File: src/rtl/muldiv_seq.sv
// muldiv_seq: multi-cycle MULTU/DIVU sequencer.
// It borrows the shared ALU for one add/subtract per cycle.
module muldiv_seq #(
    parameter int XLEN = 32,
    parameter int CNTW = 5
) (
    input  logic            clk,
    input  logic            reset,
    input  logic            start,
    input  logic            op,
    input  logic [XLEN-1:0] srca,
    input  logic [XLEN-1:0] srcb,
    output logic            alu_req,
    output logic [XLEN-1:0] alu_a,
    output logic [XLEN-1:0] alu_b,
    output logic [2:0]      alu_f,
    input  logic [XLEN-1:0] alu_y,
    output logic            busy,
    output logic            done,
    output logic [XLEN-1:0] hi,
    output logic [XLEN-1:0] lo
);

    typedef enum logic [1:0] {
        IDLE,
        RUN,
        DONE
    } state_t;

    localparam logic [2:0] F_ADD = 3'b010;
    localparam logic [2:0] F_SUB = 3'b110;

    state_t          state;
    logic            opr;
    logic [XLEN-1:0] d;
    logic [CNTW-1:0] cnt;

    logic [XLEN-1:0] rsh;
    logic            c;
    logic            nb;
    logic            q;

    assign rsh = {hi[XLEN-2:0], lo[XLEN-1]};

    // ALU operand mux: idle drives a quiet add of zeros
    always_comb begin
        alu_a = '0;
        alu_b = '0;
        alu_f = F_ADD;
        if (state == RUN) begin
            alu_b = d;
            if (opr) begin
                alu_a = rsh;
                alu_f = F_SUB;
            end else begin
                alu_a = hi;
            end
        end
    end

    // Carry-out of the add and no-borrow of the subtract, rebuilt from MSBs
    always_comb begin
        c  = (alu_a[XLEN-1] & alu_b[XLEN-1])
           | ((alu_a[XLEN-1] | alu_b[XLEN-1]) & ~alu_y[XLEN-1]);
        nb = (alu_a[XLEN-1] & ~alu_b[XLEN-1])
           | ((alu_a[XLEN-1] | ~alu_b[XLEN-1]) & ~alu_y[XLEN-1]);
        q  = hi[XLEN-1] | nb;
    end

    // Sequencer FSM with HI/LO datapath and registered status flags
    always_ff @(posedge clk or posedge reset) begin
        if (reset) begin
            state   <= IDLE;
            opr     <= 1'b0;
            d       <= '0;
            cnt     <= '0;
            hi      <= '0;
            lo      <= '0;
            alu_req <= 1'b0;
            busy    <= 1'b0;
            done    <= 1'b0;
        end else begin
            unique case (state)
                IDLE: begin
                    done <= 1'b0;
                    if (done) begin
                        busy <= 1'b0;
                    end
                    if (start && !busy) begin
                        opr  <= op;
                        d    <= srcb;
                        busy <= 1'b1;
                        cnt  <= '0;
                        if (op && srcb == '0) begin
                            hi    <= srca;
                            lo    <= '1;
                            state <= DONE;
                        end else begin
                            hi      <= '0;
                            lo      <= srca;
                            alu_req <= 1'b1;
                            state   <= RUN;
                        end
                    end
                end
                RUN: begin
                    cnt <= cnt + 1'b1;
                    if (opr) begin
                        hi <= q ? alu_y : rsh;
                        lo <= {lo[XLEN-2:0], q};
                    end else if (lo[0]) begin
                        hi <= {c, alu_y[XLEN-1:1]};
                        lo <= {alu_y[0], lo[XLEN-1:1]};
                    end else begin
                        hi <= {1'b0, hi[XLEN-1:1]};
                        lo <= {hi[0], lo[XLEN-1:1]};
                    end
                    if (cnt == CNTW'(XLEN - 1)) begin
                        alu_req <= 1'b0;
                        state   <= DONE;
                    end
                end
                DONE: begin
                    done  <= 1'b1;
                    state <= IDLE;
                end
                default: state <= IDLE;
            endcase
        end
    end

endmodule

File: config.mk
export PLATFORM = sky130hd
export DESIGN_NAME = muldiv_seq
export DESIGN_NICKNAME = d
export VERILOG_FILES = /design/src/rtl/muldiv_seq.sv
export SDC_FILE = /design/constraint.sdc
export NUM_CORES = 1
export LEC_CHECK = 0
export BUFFER_PORTS_ARGS = -buffer_cell sky130_fd_sc_hd__buf_4
export CORE_MARGIN = 3
export CORE_UTILIZATION = 45
export CTS_BUF_LIST = sky130_fd_sc_hd__clkbuf_8
export DETAILED_ROUTE_END_ITERATION = 10
export PLACE_DENSITY_LB_ADDON = 0.25
export SLEW_MARGIN = 20
export SYNTH_ARGS = -nofsm -noshare
export SYNTH_HDL_FRONTEND = slang
export SYNTH_SLANG_ARGS = --single-unit
File: constraint.sdc
create_clock -name clk -period 3.6 [get_ports clk]
set_input_delay 0 -clock clk [delete_from_list [all_inputs] [get_ports clk]]
set_output_delay 0 -clock clk [all_outputs]
set_load 0.02 [all_outputs]
* After elaboration in Yosys (flattened, before gate mapping)
Cells that the tools add are included.
** Operators by class
- Add/sub/neg operators :: 1
- Multipliers :: 0
- Div/mod/pow operators :: 0
- Order comparisons :: 0
- Equal/unequal tests :: 6
- Shift-type cells :: 0
- Mux-type cells :: 29
- Bitwise logic cells :: 11
- Reduce and logical (&&, ||, !) cells :: 13
** Operators with widths (count)
- 2-to-1 mux 32 bit :: 12
- case mux 32 bit (2 select lines) :: 2
- logical NOT 32 bit :: 1
- case mux 5 bit (2 select lines) :: 1
- AND reduction 2 bit :: 4
- 2-to-1 mux 2 bit :: 3
- 2-to-1 mux 3 bit :: 2
- nonzero test 2 bit :: 3
- adder 5 x 1 -> 5 bit (second input constant) :: 1
- == test 5 bit (second input constant) :: 1
- 2-to-1 mux 1 bit :: 5
- 2-to-1 mux 5 bit :: 1
- OR 1 bit :: 5
- bitwise AND 1 bit :: 4
- inequality test 2 bit (second input constant) :: 2
- case mux 1 bit (2 select lines) :: 2
- case mux 2 bit (2 select lines) :: 1
- AND reduction 4 bit :: 1
- == test 2 x 1 -> 1 bit (second input constant) :: 1
- == test 2 bit (second input constant) :: 1
- logical AND 1 bit :: 2
- logical NOT 2 bit :: 1
- inequality test 2 x 1 -> 1 bit (second input constant) :: 1
- NOT 1 bit :: 2
- logical NOT 1 bit :: 1
** Storage, ports and cells
- Register bits :: 107
- Latch bits :: 0
- Memory bits (writable) :: 0
- ROM bits :: 0
- Input bits :: 100
- Word-level logic and storage cells :: 69
- Memories kept :: 0

* Longest topological paths before layout
- Depth in word-level cells :: 10
- Depth in mapped cells :: 7
- Mapped depth without buffers :: 6

* Least setup slack after synthesis
No wires, ideal clock.
- Kind :: reg2reg
- Start point :: register state[1]
- End point :: register hi[13]
- Data arrival time :: 1892 ps
- Required time :: 3474 ps
- Slack :: 1582 ps
- Cell stages (with the launch flop) :: 8
- Buffers on the path :: 2
- Clock period less this slack :: 2018 ps
- Cell sequence :: dfrtp_1 or3b_1 a211oi_2 or2_1 buf_6 buf_8 o211ai_1 a221o_1
** On the way
- Longest elaborated chain between the ends :: 10
- Elaborated cells between the ends (all ways) :: 16
- Those cells by class :: eq/ne: 2; mux: 5; bitwise: 6; reduce/logical: 3
** RTL lines
- start, declared :: line 33 : state_t state;
- start signal, assigned :: line 73 : state <= IDLE;
- start signal, assigned :: line 97 : state <= DONE;
- start signal, assigned :: line 102 : state <= RUN;
- == test 2 x 1 -> 1 bit :: line 50, 83
- 2-to-1 mux 32 bit :: line 50 : if (state == RUN) begin
- NOT 1 bit :: line 65, 66
- OR 1 bit :: line 66 : | ((alu_a[XLEN-1] | ~alu_b[XLEN-1]) & ~alu_y[XLEN-1]);
- bitwise AND 1 bit :: line 66
- OR 1 bit :: line 66
- OR 1 bit :: line 67 : q = hi[XLEN-1] | nb;
- 2-to-1 mux 32 bit :: line 109 : hi <= q ? alu_y : rsh;
- 2-to-1 mux 32 bit :: line 108 : if (opr) begin
- case mux 32 bit (2 select lines) :: line 83 : unique case (state)
- end signal, assigned :: line 109
- end signal, assigned :: line 112 : hi <= {c, alu_y[XLEN-1:1]};
- end signal, assigned :: line 115 : hi <= {1'b0, hi[XLEN-1:1]};
- end, declared :: line 20 : output logic [XLEN-1:0] hi,
Several ways; a longest one is shown, not always the timed one.
A chain may end at the register's enable or synchronous reset.

* Worst setup path in the final report
- Start point :: register state[1]
- End point :: register hi[29]
The elaborated chain is that of the path after synthesis.

==> flow_metrics.env <==
export IMPL_grt_max_degree=84
export IMPL_drt_pass1_iterations=5
export IMPL_htreeDepth=3
export IMPL_start_util_pct=46.2
export IMPL_r2r_start="state[1]"
export IMPL_ys_seq_area_share_pct=39.7
export IMPL_hold_viol=0
export IMPL_rows=44
export IMPL_async_flop_share_pct=100
export IMPL_drive_gt1_share_pct=24.9
export IMPL_die_w_um=128
export IMPL_dp_hpwl_um=14500
export IMPL_syn_area_per_cell_um2=8.21
export IMPL_setup_tns_final_ns=0
export IMPL_worstMarginPinSlew_ns=1.13
export IMPL_finalWirelength_um=22600
export IMPL_crit_path_max_fanout=17
export IMPL_num_vias=7311
export IMPL_cap_violations=0
export IMPL_cts_made_buffers=9
export IMPL_antenna_found_initial=0
export IMPL_worst_hold_startpoint="alu_y[20]"
export IMPL_ys_types=46
export IMPL_maxSlewHeadroom_pct=24.5
export IMPL_drc=0
export IMPL_insertion_delay_ns=0.38
export IMPL_syn_area_um2=6740
export IMPL_final_core_util_pct=65.7
export IMPL_hold_path_class="input pin to flop"
export IMPL_ys_ff_latch=107
export IMPL_die_height_um=128
export IMPL_coreArea_um2=14600
export IMPL_fin_crit_ns=3.24
export IMPL_io_pins=234
export IMPL_setup_viol=0
export IMPL_cp_arrival_ns=3.51
export IMPL_place_gp_congestion=0.806
export IMPL_port_buffers=231
export IMPL_max_freq_mhz=309
export IMPL_criticalPathCategory="flop to flop"
export IMPL_ff2ff_setup_slack_ns=0.36
export IMPL_yosys_warnings=0
export IMPL_drv_slew=0
export IMPL_startpoint_type="flop"
export IMPL_min_period_over_period_pct=89.9
export IMPL_synth_edff_count=0
export IMPL_vdd_ir_drop_max_v=0.000154
export IMPL_grt_pass1_wl_um=35600
export IMPL_finClkSkew_ns=0.0134
export IMPL_rr_worst_depth=7
export IMPL_grt_overflow=0
export IMPL_syn_num_nets=923
export IMPL_powerDensity_nw_per_um2=255
export IMPL_status="completed"
export IMPL_layout_common_cells="buf_4, nor2_1, nand2_1"
export IMPL_dieArea_um2=16500
export IMPL_clock_sinks=107
export IMPL_cts_buffer_depth=2
export IMPL_path_clk_slew_ns=0.11
export IMPL_yosys_most_used_dff="dfrtp_1"
export IMPL_syn2layout_area_growth_pct=42.2
export IMPL_grt_pass1_vias=6879
export IMPL_power_leakage_nw=4.42
export IMPL_post_cts_buffers=0
export IMPL_cts_root_buf="clkbuf_8"
export IMPL_first_iter_violations=563
export IMPL_grt_usage_pct=26.7
export IMPL_cts_tree="built"
export IMPL_avgRoutedWirePerCell_um=17.7
export IMPL_hold_depth=4
export IMPL_r2r_end="hi[29]"
export IMPL_antenna_left=0
export IMPL_worstPathRequired_ns=3.87
export IMPL_syn_inst=821
export IMPL_worstSetupEndpointType="flop"
export IMPL_layout_commonest_cell="buf_4"
export IMPL_nets=1189
export IMPL_worstHoldEndpoint="hi[19]"
export IMPL_rsz0062_at_grt="false"
export IMPL_viasPerCell=5.73
==> worst max path at each step <==
stage              from       to
4_1_cts        state[1]   hi[27]
3_5_place_dp   state[1]   hi[27]
3_3_place_gp   state[1]   hi[28]
5_1_grt        state[1]   hi[29]
6_report       state[1]   hi[29]
2_1_floorplan     reset  alu_req
==> critical path, cell delays in order, from the launching register on <==
cell,delay [ns]
dfrtp_1,0.49
or3b_1,0.46
a211oi_4,0.25
or2_1,0.61
buf_4,0.29
o211ai_1,0.09
a221o_1,0.38
dlygate4sd3_1,0.56
==> metrics by stage <==
| stage | worst slack, ns | total power [W] | instances | area (µm²) | hold slack (ns) |
|---|---|---|---|---|---|
| final | 0.363 | 0.00244 | 1277 | 9580 | 0.0281 |
| after global routing | 0.256 | 0.00254 | 1276 | 9580 | 0.0406 |
| after CTS | 0.382 | 0.00246 | 1276 | 9580 | 0.00120 |
| after detailed placement | 0.921 | 0.00159 | 1175 | 8520 | 0.172 |
| after global placement | 0.968 | 0.00158 | 1175 | 8520 | 0.156 |
| after floorplan | 0.783 | 0.00142 | 821 | 6740 | 0.105 |
==> synth_stat cells, types with 2 or more instances <==
cell type,number,area (µm²)
dfrtp_1,107,2680
a21oi_1,3,15.0
o21ai_0,39,195
ha_1,2,25.0
mux2_2,2,22.5
nor2_1,129,484
buf_4,2,15.0
conb_1,2,7.51
buf_8,3,45.0
nor3_1,61,305
clkbuf_1,51,191
a221o_1,31,310
buf_2,11,55.1
nor4_1,6,37.5
nor2b_1,6,37.5
mux2i_1,64,641
a211oi_1,60,450
nor4b_1,2,17.5
o211ai_1,31,233
inv_1,32,120
a22o_1,2,17.5
nand2_1,111,417
buf_1,8,30.0
and2_1,34,213
==> layer usage <==
metal  vias up  GRT usage (%)  wire length, µm
li1       3411              -                -
met1      3547           36.3             9590
met2       319           43.2            10800
met3        34           4.94             1710
met4         0           8.74              471
met5         -              0                0
==> flip-flops by register name, summed over array words and instances, names as in the netlist <==
signal / count
busy: 1
lo: 32
done: 1
alu_req: 1
cnt: 5
d: 32
opr: 1
hi: 32
state: 2
==> cell type report <==
class,count,area (µm²)
clock buffer,9,124
tap,184,230
timing repair buffer,332,2720
antenna,1,2.50
inverter,32,123
sequential,107,2680
clock inverter,7,80.1
multi-input combinational,605,3620
fill,1241,5010
==> power by group <==
part	internal [W]	switching [W]
Sequential	0.00122	0.0000287
Combinational	0.000208	0.000187
Clock	0.000382	0.000418
Total	0.00181	0.000634
==> logic make-up (layout without fill, tap and decap cells) <==
kind of cell	after synthesis	count (layout)	share of synthesized area, %
simple gates	361	361	23.8
xor+xnor	1	1	0.130
fa+ha+maj	2	2	0.371
mux	66	66	9.84
compound gates	173	173	19.0
buf+inv	109	380	7.06
other cells	2	3	0.111
flops	107	107	39.7
==> timing repair <==
action	in CTS	in global routing
hold buffers	85	0
endpoints found under the setup margin	0	0
gates resized for setup	0	0
hold endpoints to repair	137	0
(Power assumes the default switching activity.)
